===== src/rtl/full_adder.sv =====
// full_adder: registered WIDTH-bit ripple-carry adder with one-cycle latency and valid tracking
module full_adder #(
  parameter int WIDTH = 1
) (
  input  logic             clk,
  input  logic             rst_n,
  input  logic             in_valid,
  input  logic [WIDTH-1:0] a,
  input  logic [WIDTH-1:0] b,
  input  logic             carry_in,
  output logic [WIDTH-1:0] sum,
  output logic             carry_out,
  output logic             out_valid
);
  logic [WIDTH-1:0] s;
  logic             c;
  logic             co;
  always_comb begin
    s = '0;
    c = carry_in;
    for (int k = 0; k < WIDTH; k++) begin
      s[k] = a[k] ^ b[k] ^ c;
      c    = (a[k] & b[k]) | (c & (a[k] ^ b[k]));
    end
    co = c;
  end
  always_ff @(posedge clk) begin
    if (!rst_n) begin
      sum       <= '0;
      carry_out <= 1'b0;
      out_valid <= 1'b0;
    end else begin
      out_valid <= in_valid;
      sum       <= in_valid ? s : sum;
      carry_out <= in_valid ? co : carry_out;
    end
  end
endmodule


===== config.mk =====
export PLATFORM = sky130hd
export DESIGN_NAME = full_adder
export DESIGN_NICKNAME = d
export VERILOG_FILES = /design/src/rtl/full_adder.sv
export SDC_FILE = /design/constraint.sdc
export NUM_CORES = 1
export LEC_CHECK = 0
export CORE_AREA = 2 2 39 41
export DETAILED_ROUTE_END_ITERATION = 7
export DIE_AREA = 0 0 41 43
export GPL_TIMING_DRIVEN = 1
export PLACE_DENSITY = 0.3
export SLEW_MARGIN = 20
export SYNTH_ARGS = -nofsm -noshare
export SYNTH_HDL_FRONTEND = slang
export SYNTH_SLANG_ARGS = --single-unit

===== constraint.sdc =====
create_clock -name clk -period 1.6 [get_ports clk]
set_clock_uncertainty 0.1 [all_clocks]
set_input_delay 0.48 -clock clk [delete_from_list [all_inputs] [get_ports clk]]
set_output_delay 0.48 -clock clk [all_outputs]
set_load 0.02 [all_outputs]

==> results.md, run 1 <==
- The run finished with clean final reports.
- Dividing the synthesized area by the synthesized cell count gives roughly 13 um2.
- The layout has roughly 160 filler cells.
- The tree built by TritonCTS fans out to 3 sinks.
- The worst-case setup margin in the final layout is between 100 and 150 ps.
- The number of detailed-routing iterations run before antenna repair is 2.
- The area of the mapped netlist is 120.1 um2.
- For this run, the register share of the synthesized area comes to around half.
- The floorplan die width is 41 um.
- In the routed design, unresolved DRC markers number 0.
- The cell count after synthesis came out at 9.
- The detail route stage leaves a number of antenna-violating nets equal to 0.
- The placer congestion estimate is between 0.5 and 0.6.
- STA classifies the critical path startpoint as a flip-flop.
- CTS placed an instance of sky130_fd_sc_hd__clkbuf_4 at the clock tree root.
- In this run the static leakage power is ~0.00013 uW.
- The net count reported at finish is 29.
- The number of antenna repair diodes is 0.
- Synthesis inferred 3 register bits.
- The initial utilization of the core area, before any placement, comes to 8.680%.
- In this run, the number of DRC markers left after iteration 0 of detailed routing was 2.
- The slowest stage of the critical path belongs to the cell sky130_fd_sc_hd__dlygate4sd2_1.
- Walking the worst path, the cells encountered are dlygate4sd2_1.
- The first global-routing pass estimated 434 um of wire.
- The total global routing overflow is 0.
- The number of unique standard cell types used by synthesis is 5.
- The number of slew-limit violations in the final report is 0.
- The category of the worst setup path capture point is an output port.
- The kind of cell with the highest combined delay along the critical path is buffers and inverters.
- Synthesis produced a netlist with a net count of 16.
- The routed layout has 108 vias.
- The tool flagged a number of max-cap violations equal to 0.
- In this run the number of H-tree levels came out at 1.
- In the layout the commonest cells are sky130_fd_sc_hd__dlygate4sd2_1 (4), sky130_fd_sc_hd__dfxtp_1 (3), sky130_fd_sc_hd__clkbuf_4 (3).
- The shortest period the worst path allows is 1462 ps.
- The final setup violation count is 0.
- The total global-route track usage is about 4.6%.
- No sink is reached through more buffers than the 2 on the longest clock path.
- Dividing the detail-routed via count by the number of cells gives 2.919.
- The critical path is of the reg -> out type.
- The count of input and output buffers is 8.
- For the pin with the worst max-slew slack, the measured transition is between 200 and 250 ps.
- The largest fanout on the critical path is 2.
- The data arrival time at the worst-slack endpoint is 880 ps.
- The design draws ~260 uW.
- Before CTS, the worst setup slack after placement is -230.5 ps.
- Setup repair after global routing left no endpoint under its margin.
- The number of endpoints with negative hold slack in the final report was 0.
- The number of buffers created by CTS is 3.
- The class of the most critical hold timing path is reg -> reg.
- The layout cell share with drive strength beyond 1 is a little under a fifth.
- The row count is 14.
- The area inside the core boundary is 1384 um2.
- VDD sags by at most 211.0 uV.
- The floorplan die area is approximately 1800 um2.
- At the worst endpoint, the required time is roughly 1000 ps.
- The most common cell after layout, fill and taps aside is sky130_fd_sc_hd__dlygate4sd2_1.
- For this design the ratio of total power to cell area is 1036 nW/um2.
- From bottom edge to top edge, the die measures roughly 43 um.
- The clock slew at the register clock pins of the worst setup and hold paths is roughly 40 ps.
- The maximum clock frequency is about 0.7 GHz.
- The cts-stage hold buffer count is 0.
- The initial antenna violation count is 0.
- The total of warnings raised by yosys is 0.
- The number of global-route vias before repair was about 130.
- Summed over all layers, the routed wires come to 323 um.
- The signed area change from the synthesized netlist to the final layout is 105.2%.
- The worst-skew pair later-pin latency is ~230 ps.
- After layout, the worst path uses about nine tenths of the clock period.
- The clock tree from TritonCTS is built.
- The pin count of the biggest net entering global routing is 4.
- The worst pin sits at a relative slew slack of 85.54%.
- In the final routed layout, each cell accounts on average for 8.730 um.
- Together, buffers and inverters on the worst path number 1.
- The number of primary I/O pins is 9.
- For this run, the slowest stage of the critical path takes ~330 ps.
==> metal layers <==
layer  track usage [%]  share of wire (%)  up-vias
met1             3.195                 42       46
met4             8.000                  0        0
met5                 0                  0        -
met3             3.141                 13        0
met2             5.625                 44        9
li1                  -                  -       53
==> report_power, final <==
part | switching (uW) | internal (uW) | total (uW)
logic | 17.9 | 21.9 | 39.8
registers | 2.14 | 80.7 | 82.8
clock network | 39.3 | 93.5 | 133
total | 59.4 | 196 | 255
==> final timing paths <==
| path | startpoint | endpoint | slack, ps | cells after the start |
|---|---|---|---|---|
| worst max-delay path | sum$_SDFFE_PN0P_ | sum | 140 | 1 |
| worst min-delay path | carry_out$_SDFFE_PN0P_ | carry_out$_SDFFE_PN0P_ | 420 | 2 |
| worst max register to register | carry_out$_SDFFE_PN0P_ | carry_out$_SDFFE_PN0P_ | 900 | 2 |
| worst min register to register | carry_out$_SDFFE_PN0P_ | carry_out$_SDFFE_PN0P_ | 420 | 2 |
==> cell usage after synthesis <==
cell / number / area share, %
sky130_fd_sc_hd__nor2b_1: 2 / 10
sky130_fd_sc_hd__and2_2: 1 / 6.3
sky130_fd_sc_hd__fa_1: 1 / 17
sky130_fd_sc_hd__dfxtp_1: 3 / 50
sky130_fd_sc_hd__mux2i_1: 2 / 17
==> metrics by stage <==
stage	setup TNS [ps]	cells	hold WS, ps	cell area (um2)	utilization [%]
floorplan	0	9	489.3	120.1	-
detailed placement	-426.7	33	412.1	220.2	15.91
global placement	-407.2	33	405.3	220.2	15.91
finish	0	37	419.1	246.5	17.81
CTS	0	37	419.8	241.5	17.45
global route	0	37	467.6	246.5	17.81
==> kinds of logic after synthesis <==
logic type / count (synthesis) / share of synthesized area [%]
muxes: 2 / 16.67
DFF: 3 / 50.00
adders and majority gates: 1 / 16.67
and+or+nand+nor: 3 / 16.67
==> worst min-delay path, stage by stage, from the launching register on <==
cell	delay (ps)
sky130_fd_sc_hd__dfxtp_1	310
sky130_fd_sc_hd__mux2i_1	70
sky130_fd_sc_hd__nor2b_1	100
==> state kept, by name (all words and copies together), names as in the netlist <==
signal	cells
sum	1
carry_out	1
out_valid	1
==> what timing repair did <==
action                                  4_1_cts  5_1_grt
resized for setup                             4        2
pin swaps                                     1        1
cloned                                        0        0
endpoints found under the setup margin        4        1
setup buffers                                 0        0
==> area by class of cell <==
type,count,area [um2],area share [%]
clock buffers,4,26.28,10.66
multi-input cells,6,60.06,24.37
flip-flops and latches,3,60.06,24.37
well taps,16,20.02,8.122
repair buffers,8,80.08,32.49
No activity file was read; power rests on OpenSTA's default activity.
==> inputs of run 2 (changes only) <==
Settings changed: CELL_PAD_IN_SITES_DETAIL_PLACEMENT set to 1, CELL_PAD_IN_SITES_GLOBAL_PLACEMENT set to 1, PLACE_DENSITY 0.3 to 0.37.
==> run 2 against run 1 <==
Compared with the run above:
- clock-buffer cell count did not move
- sequential share of layout area did not move
- critical path depth unchanged
- hold slack worse by 5.2 ps
- clock power up 4%
- global-route usage increased by 1.4 points
- worst setup slack got worse by 5.6 ps
- critical path type unchanged
- flip-flop and latch count unchanged
- combinational power fell by 2%
- register-to-register slack about the same
- power up 1.8%
- sequential power about the same
==> results.md, run 2 (synthesis results as in run 1) <==
- The flow ran to the end, and the final reports show no timing, DRC or antenna violations.
- The total of fill cells in the finished design is 163.
- In the final layout, flip-flops and latches occupy ~60 um2.
- After global routing, the most crowded layer is met3.
- The detailed-route via count is 117.
- The first global-routing pass estimated 552 um of wire.
- The routed length per instance is 9.054 um.
- The number of global-route vias before repair was ~120.
- In the global route stage, met1 resource usage came out at 5.449%.
- For met2 alone, demand over resource in global routing was roughly 5.0%.
- Setup repair after global routing left no endpoint under its margin.
- The initial core utilization is between 8 and 9%.
- After detailed routing, the number of remaining DRC violations is 0.
- The number of antenna repair diodes is 0.
- The kind of cell with the highest combined delay along the critical path is buffers and inverters.
- The clock slew at the register clock pins of the worst setup and hold paths is 40 ps.
- After routing, the total negative slack on setup checks comes to 0 ps.
- The shortest period the worst path allows is 1468 ps.
- In the layout the commonest cells are sky130_fd_sc_hd__dlygate4sd2_1 (4), sky130_fd_sc_hd__dfxtp_1 (3), sky130_fd_sc_hd__clkbuf_4 (3).
- The number of setup buffers added after CTS is 0.
- Data on the critical path is required at its endpoint by slightly above 1000 ps.
- The startpoint kind of the worst setup timing path is a flip-flop.
- The number of buffers created by CTS is 3.
- In the final layout, the multi-input gates occupy approximately 60 um2.
- The total cell area at the placement stage is between 200 and 250 um2.
- The pre-antenna-repair detailed-routing pass consisted of 2 iterations.
- The data arrival time at the worst-slack endpoint is 890 ps.
- The number of nets with antenna violations after routing is 0.
- The final setup violation count is 0.
- Clock tree synthesis selected as its root buffer the cell sky130_fd_sc_hd__clkbuf_4.
- The cts-stage hold buffer count is 0.
- The largest fanout on the critical path is 2.
- The signed area change from the synthesized netlist to the final layout is 105.2%.
- The type of the worst setup path is reg -> out.
- The final cell utilization of the core is between 15 and 20%.
- The initial antenna violation count is 0.
- TritonCTS built the clock tree.
- The category of the worst setup path capture point is an output port.
- Timing would allow up to around 0.7 GHz.
- The pin count of the biggest net entering global routing is 4.
- The master of the slowest instance on the critical path is sky130_fd_sc_hd__dlygate4sd2_1.
- Together, buffers and inverters on the worst path number 1.
- At the end of the flow, the number of nets in the layout was 29.
- 9 I/O pins were placed.
- The area inside the core boundary is roughly 1400 um2.
- The total instance count after detailed placement is 33.
- The row count is 14.
- The number of slew-limit violations in the final report is 0.
- The most common cell after layout, fill and taps aside is sky130_fd_sc_hd__dlygate4sd2_1.
- The iteration-0 DRC count of the detailed router is 2.
- The tool flagged a number of max-cap violations equal to 0.
- The total number of H-tree levels is 1.
- The analysis attributes to cell leakage a power of 0.0001262 uW.
- The layout cell share with drive strength beyond 1 is a little under a fifth.
- Summed over all layers, the global routing overflow is 0.
- For the pin with the worst max-slew slack, the measured transition is 213.8 ps.
- Routability-driven placement finished with a final weighted congestion of 0.5767.
- In the final layout, the registers with the most flip-flops are carry_out x1, out_valid x1, sum x1.
- Once layout is done, the placed cells without fillers occupy around 250 um2.
- The floorplan step set the die width to approximately 40 um.
- After layout, the worst path uses 91.75% of the clock period.
- Traced cell by cell, the critical path runs through dlygate4sd2_1.
- The global routing usage on met3 is about a tenth.
- For the worst-skew pair, the clock arrives at the later sink with an insertion delay of 240 ps.
- Using the TritonRoute via totals, the vias-per-cell ratio works out to between 3 and 4.
- After detailed routing, the total wire length is 335 um.
- The peak supply drop is between 300 and 400 uV.
- The count of input and output buffers is 8.
- In this design, the stage delay of the slowest critical-path cell is roughly 330 ps.
- The floorplan die area is about 1800 um2.
- The buffer depth of the longest clock path is 2.
- The total global-route track usage is around 6.0%.
- CTS saw 3 sinks.
- The number of endpoints with negative hold slack in the final report came to 0.
- The tightest min-delay check is of the reg -> reg type.
- The smallest hold slack is between 400 and 500 ps.
- The die is approximately 43 um tall.
- In this run the power density over the cells is about 1100 nW/um2.
- The filler-free cell count of the finished design is 37.
- The worst max-slew margin expressed relative to the limit is between 80 and 90%.
-- run 2: timing repair --
item | in CTS | in global routing
gates resized for setup | 4 | 2
setup endpoints to repair | 4 | 1
pin swaps | 1 | 1
-- run 2: metal layers --
metal,vias up,part of all wire (%)
met5,-,0
met4,0,1.8
met3,2,21
met2,11,35
met1,52,42
li1,52,-
-- run 2: area by class of cell --
type	count	share of cell area, %
flip-flops and latches	3	24.37
clock buffers	4	10.66
multi-input cells	6	24.37
repair buffers	8	32.49
well taps	16	8.122
-- run 2: through the flow --
step	power, uW	setup slack, ps
global placement	129.6	-237.8
detailed placement	129.7	-252.9
floorplan	101.0	276.6
CTS	269.3	15.14
finish	260.0	132.0
global route	284.3	77.05
-- run 2: final timing paths --
kind / startpoint / end / slack [ps] / cells after the start
setup / recovery: carry_out$_SDFFE_PN0P_ / carry_out / 130 / 1
setup reg to reg: sum$_SDFFE_PN0P_ / sum$_SDFFE_PN0P_ / 900 / 2
hold / removal: carry_out$_SDFFE_PN0P_ / carry_out$_SDFFE_PN0P_ / 410 / 2
hold reg to reg: carry_out$_SDFFE_PN0P_ / carry_out$_SDFFE_PN0P_ / 410 / 2
-- run 2: power by group --
group	internal, uW	leakage [uW]	total, uW	switching, uW
Combinational	21.6	0.0000864	39.0	17.5
Clock	93.8	0.0000150	138	44.6
Sequential	80.6	0.0000249	82.6	1.95
